### config.mk
export PLATFORM = sky130hd
export DESIGN_NAME = pwm_cmd_ctrl
export DESIGN_NICKNAME = d
export VERILOG_FILES = /design/src/rtl/pwm_cmd_pkg.sv /design/src/rtl/pwm_cmd_ctrl.sv
export SDC_FILE = /design/constraint.sdc
export NUM_CORES = 1
export LEC_CHECK = 0
export CORE_ASPECT_RATIO = 1.2
export CORE_UTILIZATION = 50
export DETAILED_ROUTE_END_ITERATION = 12
export PLACE_DENSITY = 0.76
export SYNTH_ARGS = -nofsm -noshare
export SYNTH_HDL_FRONTEND = slang
export SYNTH_SLANG_ARGS = --single-unit
### constraint.sdc
create_clock -name clk -period 2.5 [get_ports clk]
set_clock_uncertainty 0.1 [all_clocks]
set_input_delay 0.5 -clock clk [delete_from_list [all_inputs] [get_ports clk]]
set_output_delay 0.5 -clock clk [all_outputs]
set_load 0.1 [all_outputs]
### src/rtl/pwm_cmd_pkg.sv
// pwm_cmd_pkg: shared types, byte constants and ASCII helpers for the
// PWM command sequencer.
//   state_t  - sequencer FSM states
//   CMD_W/CMD_R/CR/ACK/NAK - frame and reply bytes
//   hex2nib  - ASCII hex char -> {valid, nibble}
//   nib2hex  - nibble -> upper-case ASCII hex char
//   is_digit - ASCII '0'..'9' test
package pwm_cmd_pkg;

  typedef enum logic [3:0] {
    IDLE, GET_CH, GET_HI, GET_LO, GET_END, SKIP,
    EXEC, TX_SEND, TX_HOLD, TX_WAIT
  } state_t;

  localparam logic [7:0] CMD_W = 8'h50;  // 'P'
  localparam logic [7:0] CMD_R = 8'h52;  // 'R'
  localparam logic [7:0] CR    = 8'h0D;
  localparam logic [7:0] ACK   = 8'h4B;  // 'K'
  localparam logic [7:0] NAK   = 8'h3F;  // '?'

  // Bit 4 is the valid flag, bits 3:0 the nibble.
  function automatic logic [4:0] hex2nib(input logic [7:0] b);
    logic [7:0] t;
    logic       v;
    t = 8'h00;
    v = 1'b0;
    if (b >= 8'h30 && b <= 8'h39) begin
      t = b - 8'h30; v = 1'b1;
    end else if (b >= 8'h41 && b <= 8'h46) begin
      t = b - 8'h37; v = 1'b1;
    end else if (b >= 8'h61 && b <= 8'h66) begin
      t = b - 8'h57; v = 1'b1;
    end
    return {v, t[3:0]};
  endfunction

  function automatic logic [7:0] nib2hex(input logic [3:0] n);
    return (n < 4'd10) ? (8'h30 + {4'h0, n}) : (8'h37 + {4'h0, n});
  endfunction

  function automatic logic is_digit(input logic [7:0] b);
    return (b >= 8'h30) && (b <= 8'h39);
  endfunction

endpackage

### src/rtl/pwm_cmd_ctrl.sv
// pwm_cmd_ctrl: framed ASCII command sequencer between a UART and a bank
// of 8-bit PWM duty registers.
//   Write frame: 'P' ch hh CR  -> reply 'K'
//   Read frame : 'R' ch CR     -> reply hex-hi, hex-lo, CR
//   Bad frame  : reply '?' once the terminating CR arrives
// Ports:
//   clk, rst_n          - clock, synchronous active-low reset
//   rx_valid/rx_data    - received byte strobe and data
//   rx_error            - UART receive error, aborts a frame in progress
//   tx_busy             - UART transmitting
//   tx_start/tx_data    - one-cycle transmit request and its byte
//   duty                - packed duty registers, channel n at [8n+7:8n]
//   duty_wr             - one-cycle pulse on the channel just written
//   busy                - sequencer not idle
import pwm_cmd_pkg::*;

module pwm_cmd_ctrl #(
  parameter int         NUM_CH         = 4,
  parameter int         TIMEOUT_CYCLES = 1200000,
  parameter logic [7:0] DUTY_RESET     = 8'h00
) (
  input  logic                  clk,
  input  logic                  rst_n,
  input  logic                  rx_valid,
  input  logic [7:0]            rx_data,
  input  logic                  rx_error,
  input  logic                  tx_busy,
  output logic                  tx_start,
  output logic [7:0]            tx_data,
  output logic [NUM_CH*8-1:0]   duty,
  output logic [NUM_CH-1:0]     duty_wr,
  output logic                  busy
);

  localparam int TW = $clog2(TIMEOUT_CYCLES + 1);

  state_t                  state;
  logic                    is_wr;
  logic [3:0]              ch;
  logic [3:0]              hi, lo;
  logic [7:0]              rq [3];
  logic [1:0]              rq_idx, rq_last;
  logic [TW-1:0]           tmo;
  logic [NUM_CH-1:0][7:0]  duty_q;

  logic [4:0]              hx;
  logic [7:0]              dig;
  logic                    ch_ok;
  logic                    rx_state;
  logic                    tmo_hit;
  logic [7:0]              sel_duty;

  assign hx       = hex2nib(rx_data);
  assign dig      = rx_data - 8'h30;
  assign ch_ok    = is_digit(rx_data) && (dig < 8'(NUM_CH));
  assign rx_state = (state == GET_CH) || (state == GET_HI) || (state == GET_LO) ||
                    (state == GET_END) || (state == SKIP);
  assign tmo_hit  = (tmo == TW'(TIMEOUT_CYCLES - 1));
  assign duty     = duty_q;
  assign busy     = (state != IDLE);

  always_comb begin
    sel_duty = DUTY_RESET;
    for (int i = 0; i < NUM_CH; i++)
      if (ch == 4'(i)) sel_duty = duty_q[i];
  end

  always_ff @(posedge clk) begin
    if (!rst_n) begin
      state    <= IDLE;
      is_wr    <= 1'b0;
      ch       <= '0;
      hi       <= '0;
      lo       <= '0;
      rq[0]    <= '0;
      rq[1]    <= '0;
      rq[2]    <= '0;
      rq_idx   <= '0;
      rq_last  <= '0;
      tmo      <= '0;
      tx_start <= 1'b0;
      tx_data  <= '0;
      duty_wr  <= '0;
      for (int i = 0; i < NUM_CH; i++) duty_q[i] <= DUTY_RESET;
    end else begin
      tx_start <= 1'b0;
      duty_wr  <= '0;
      if (rx_state) begin
        // rx_error outranks a coincident byte and any pending timeout.
        if (rx_error) begin
          state <= IDLE;
          tmo   <= '0;
        end else if (rx_valid) begin
          tmo <= '0;
          case (state)
            GET_CH: begin
              if (ch_ok) begin
                ch    <= dig[3:0];
                state <= is_wr ? GET_HI : GET_END;
              end else state <= SKIP;
            end
            GET_HI: begin
              hi    <= hx[3:0];
              state <= hx[4] ? GET_LO : SKIP;
            end
            GET_LO: begin
              lo    <= hx[3:0];
              state <= hx[4] ? GET_END : SKIP;
            end
            GET_END: state <= (rx_data == CR) ? EXEC : SKIP;
            default: begin  // SKIP
              if (rx_data == CR) begin
                rq[0]   <= NAK;
                rq_last <= 2'd0;
                rq_idx  <= 2'd0;
                state   <= TX_SEND;
              end
            end
          endcase
        end else if (tmo_hit) begin
          state <= IDLE;
          tmo   <= '0;
        end else begin
          tmo <= tmo + 1'b1;
        end
      end else begin
        tmo <= '0;
        case (state)
          IDLE: begin
            if (rx_valid && !rx_error) begin
              if (rx_data == CMD_W || rx_data == (CMD_W | 8'h20)) begin
                is_wr <= 1'b1;
                state <= GET_CH;
              end else if (rx_data == CMD_R || rx_data == (CMD_R | 8'h20)) begin
                is_wr <= 1'b0;
                state <= GET_CH;
              end else if (rx_data != CR) begin
                state <= SKIP;
              end
            end
          end
          EXEC: begin
            if (is_wr) begin
              for (int i = 0; i < NUM_CH; i++)
                if (ch == 4'(i)) begin
                  duty_q[i]  <= {hi, lo};
                  duty_wr[i] <= 1'b1;
                end
              rq[0]   <= ACK;
              rq_last <= 2'd0;
            end else begin
              rq[0]   <= nib2hex(sel_duty[7:4]);
              rq[1]   <= nib2hex(sel_duty[3:0]);
              rq[2]   <= CR;
              rq_last <= 2'd2;
            end
            rq_idx <= 2'd0;
            state  <= TX_SEND;
          end
          TX_SEND: begin
            if (!tx_busy) begin
              tx_start <= 1'b1;
              tx_data  <= rq[rq_idx];
              state    <= TX_HOLD;
            end
          end
          // One dead cycle so the UART has time to raise tx_busy.
          TX_HOLD: state <= TX_WAIT;
          TX_WAIT: begin
            if (!tx_busy) begin
              if (rq_idx == rq_last) state <= IDLE;
              else begin
                rq_idx <= rq_idx + 2'd1;
                state  <= TX_SEND;
              end
            end
          end
          default: state <= IDLE;
        endcase
      end
    end
  end

endmodule

Word-level counts from Yosys, hierarchy flattened:

Memories as Yosys holds them, arrays and structs flattened. A register that Yosys moved wholly into a read port is not among the register bits.
Index checks and enable logic that the tools add are counted.
W data, S select, Z words.

* magnitude comparators: 9
* add/sub/neg operators: 9
* multiplexer cells: 72
* reductions and logical operators: 35
* bitwise logic cells: 12
* equal/unequal tests: 31

Operators by type and width (number)
* $mux W4: 14
* $mux W7: 7
* $eq A8 B7 Y1 const B: 4
* $mux W8: 4
* $mux W1: 29
* $add A6 B4 Y7 const A: 4
* $reduce_and A4 Y1: 7
* $mux W2: 11
* $add A21 B1 Y21 const B: 1
* $eq A21 B21 Y1 const B: 1
* $pmux W4 S5: 1
* $eq A4 B2 Y1 const B: 4
* $eq A4 B3 Y1 const B: 4
* $ge A8 B7 Y1 const B: 2
* $le A8 B7 Y1 const B: 2
* $pmux W4 S4: 1
* $mux W3: 4
* $ne A3 B3 Y1 const B: 4
* $reduce_and A5 Y1: 2
* $eq A4 B1 Y1 const B: 2
* $eq A4 B4 Y1 const B: 2
* $eq A8 B4 Y1 const B: 1
* $ge A8 B6 Y1 const B: 1
* $le A8 B6 Y1 const B: 1
* other kinds (28): 55

* input port bits: 13
* RAM bits: 21
* memories kept: 1
* register bits after elaboration: 87
* word-level logic and storage cells: 184
* output and inout port bits: 46

Memory list
* rq: words 3, bits a word 7, rd ports 1, clocked after memory_dff 1, wr ports 3, RTL line pwm_cmd_ctrl.sv:41 `logic [7:0] rq [3];`

Logic depth before layout (Yosys ltp):

* depth in word-level cells: 11
* mapped depth: 10
* depth with buffers taken out: 8

Worst setup path before layout:

OpenSTA, ideal clock, no wires.

* kind: input port to flip-flop
* start point: input port rx_data[0]
* end point: register lo[1]
* slack: 0.066 ns
* arrival time: 2.175 ns
* stages on the path: 8
* required time: 2.241 ns
* path buffers: 0
* setup time: 0.159 ns
* path through: inv_1 -> ha_1 -> nor4b_1 -> nand2_1 -> a31oi_2 -> and2b_1 -> a21oi_1 -> a21oi_1

* longest elaborated chain between the ends: 5
* elaborated cells between the ends (all ways): 15
* classes of those cells: add/sub (3); order compare (6); mux (3); reduce/logical (3)

RTL lines
* start, declared: RTL line pwm_cmd_ctrl.sv:25 `input logic [7:0] rx_data,`
* $ge A8 B7 Y1 or $le A8 B7 Y1 (tied branches): RTL line pwm_cmd_pkg.sv:31 `end else if (b >= 8'h61 && b <= 8'h66) begin`
* $logic_and A1 B1 Y1: RTL line pwm_cmd_pkg.sv:31
* $mux W4: RTL line pwm_cmd_pkg.sv:31
* $mux W4: RTL line pwm_cmd_pkg.sv:29 `end else if (b >= 8'h41 && b <= 8'h46) begin`
* $mux W4 (*): RTL line pwm_cmd_pkg.sv:27 `if (b >= 8'h30 && b <= 8'h39) begin`
* end signal, assigned: RTL line pwm_cmd_ctrl.sv:107 `lo <= hx[3:0];`
* end, declared: RTL line pwm_cmd_ctrl.sv:40 `logic [3:0] hi, lo;`

Mark *: on every way between the ends. The rest lies on a longest branch, timed or not.
A chain may end at the register's enable or synchronous reset.

==> flow_summary.toml <==
[global_routing]
grt_use_total_pct = 24.30
antenna_found_initial = 0
grt_remaining_overflow = 0
grt_pass1_wl_um = 19110
grt_pass1_vias = 4149
grt_max_degree = 29

[die]
die_w_um = 91.34
dieArea_um2 = 9974
die_h_um = 109.2
start_util_pct = 52.18
rows = 38
core_um2 = 9176
pin_count = 59

[pwr]
pwr-share-clk_pct = 28.9
power_mw = 3.533
power_frac_seq_pct = 49.0
p_leak_nw = 2.278
p_sw_share_pct = 30.47
ir_drop_mv = 0.3387
p_int_mw = 2.456
pwr-share-comb_pct = 22.1
p_switching_mw = 1.076
p_per_area_nw_per_um2 = 596.9

[placement]
port_buffers = 57
dp_hpwl_um = 8747
place_congestion = 0.8407
place_inst = 752

[worst_setup_path]
critPathLaunchType = "input port"
worstSetupEndpointType = "flop"
worstSetupPathType = "input port to flop"
crit_arrival_ns = 2.42
rr_worst_depth = 7
required_ns = 2.61
worstPathMaxFanout = 9

[yosys]
synth.avg_cell_area_um2 = 8.690
synthFlopType = "dfxtp_1"
seq_area_frac_synth_pct = 44.94
synth_nets = 571
synth_area_leaders = "dfxtp_1, edfxtp_1, mux2i_1"
synth_warnings = 0
synth_edf_count = 15
ys_ff_latch = 100
synth_top_area_cell = "dfxtp_1"
synthArstFlopShare_pct = 0
synth.distinct_cells = 61
syn_inst = 551
netlist_area_um2 = 4788
synth_top_area_share_pct = 35.54

[cells_and_area]
fillers = 794
postLayoutCoreUtil_pct = 64.49
n_antenna_cell = 0
nNetsFinal = 663
final_cells = 767
area_delta_synth_final_pct = 23.60
drive_gt1_share_pct = 20.25

[routing]
maxUsedRoutingLayer = "met4"
antenna_left = 0
drt_pass1_iterations = 4
drt_iter0_drc = 189
wl_met1_um = 5053
wl_per_cell_um = 15.14
postRouteWirelength_um = 11620
vias = 4288
wl_met2_um = 5914
wl_met3_um = 381
drcViolationCount = 0
routed_via_density = 5.591

[clocking]
clk_latency_ns = 0.37
tritoncts = "done"
cts_resized = 0
h-tree-depth = 3
clock-sinks = 100
holdBufCountCts = 0
clockBufferDepth = 2
numCtsBuffers = 9
path_clk_slew_ns = 0.10
postCtsSetupRepairBufs = 0
cts_root_buf = "clkbuf_8"

[sta]
post-route-period-util_pct = 92.34
drv_slew = 0
max_slew_margin_pct = 22.56
timing.final.crit_period_ns = 2.308
tightest_slew_ns = 1.149
setup_viol = 0
max_freq_mhz = 433.2
hold_viol = 0
grt_setup_unrepaired = "no"

[status]
outcome = "finished, final reports clean"

[worst_hold_path]
hold_depth = 2
hold_path_class = "flop to flop"

[job]
drv_cap = 0
-- metal layers --
layer	GRT usage, %	vias to the layer above
li1	-	2120
met1	29.50	2062
met2	43.29	83
met3	3.347	23
met4	10.43	0
met5	0	-
-- cell type report --
class	instances	area [µm²]	share of cell area, %
Clock buffer	12	166.4	2.812
Sequential cell	100	2152	36.36
Tap cell	120	150.1	2.537
Clock inverter	3	26.28	0.4440
Inverter	14	52.55	0.8879
Timing Repair Buffer	110	883.3	14.93
Multi-Input combinational cell	408	2487	42.03
-- flip-flops by register name, indices dropped and copies added (netlist names) --
signal / count
duty: 32
tmo: 21
rq: 15
tx_data: 7
ch: 4
duty_wr: 4
hi: 4
lo: 4
state: 4
rq_idx: 2
is_wr: 1
rq_last: 1
tx_start: 1
-- path summary, 6_finish.rpt --
path                end  slack [ns]  startpoint
max            rq[1][3]        0.19  rx_data[5]
min          tx_data[3]        0.36  tx_data[3]
max reg2reg    rq[0][4]        0.22       ch[1]
min reg2reg  tx_data[3]        0.36  tx_data[3]
-- cell families (layout without fill, tap and decap cells) --
group	after synthesis	after routing	synth area share (%)
adder cells (fa/ha/maj)	7	7	1.829
buffers and inverters	43	139	3.789
other	1	1	0.07832
AO/OA/AOI/OAI	114	114	15.00
AND/OR/NAND/NOR	231	231	23.33
flip-flops	100	100	44.94
XOR/XNOR	21	21	3.841
multiplexers	34	34	7.186
-- synth_stat cells, drive strengths merged (2+ instances only) --
cell type  instances
xnor2              9
mux2               3
o21bai             2
inv               13
o211ai             3
a21o               3
and2               2
o21a               3
dfxtp             85
mux2i             31
nand3             17
nor3              15
buf               10
xor2              12
clkbuf            19
or2                3
o22ai              4
nor3b              2
or3                7
o21ai             22
nor2b              4
a21oi             49
nor2              70
nor4               6
nand2b             5
o22a               7
ha                 7
and3               7
a31oi             11
a22oi              2
nor4bb             2
nand4              4
nand2             73
nor4b              4
and4               3
edfxtp            15
-- layout by cell type (no fill, tap or decap), types with 2 or more instances in the layout --
master	instances
buf_4	97
dfxtp_1	85
nand2_1	73
nor2_1	70
a21oi_1	49
mux2i_1	31
o21ai_0	22
nand3_1	17
nor3_1	15
edfxtp_1	15
inv_1	12
xor2_1	12
a31oi_1	10
clkbuf_8	10
xnor2_1	9
or3_1	7
o22a_1	7
and3_1	7
ha_1	6
dlymetal6s2s_1	6
clkdlybuf4s50_1	6
nand2b_1	5
nor4_1	5
nor2b_1	4
nand4_1	4
and4_1	3
nor4b_1	3
a21o_1	3
o21a_1	3
o22ai_1	3
mux2_2	3
o211ai_1	3
inv_6	3
nor4bb_1	2
and2_1	2
or2_2	2
a22oi_1	2
o21bai_1	2
-- power by group through the flow --
stage | logic [mW] | clock network (mW) | registers [mW]
after detailed placement | 0.772 | 0 | 1.77
final | 0.782 | 1.02 | 1.73
after floorplan | 0.475 | 0 | 1.77
after CTS | 0.774 | 1.04 | 1.73
after global routing | 0.855 | 1.10 | 1.74
after global placement | 0.768 | 0 | 1.77
-- per-stage QoR --
| stage | instance area [µm²] | hold slack, ns | TNS [ns] | setup WS (ns) |
|---|---|---|---|---|
| finish | 5918 | 0.3649 | 0 | 0.1916 |
| global route | 5918 | 0.3966 | 0 | 0.1030 |
| CTS | 5871 | 0.3691 | 0 | 0.01177 |
| detailed placement | 5678 | 0.3550 | -12.27 | -0.3814 |
| global placement | 5678 | 0.3375 | -9.265 | -0.2968 |
| floorplan | 4788 | 0.3260 | 0 | 0.06579 |
-- critical path, cell delays in order --
cell and delay (ns):
clkdlybuf4s50_1 0.45, or4_4 0.44, or2_4 0.29, nor2_1 0.16, o21ai_0 0.13, buf_4 0.20
nor4b_2 0.24
Note: power is estimated with default switching activity, not from simulation.
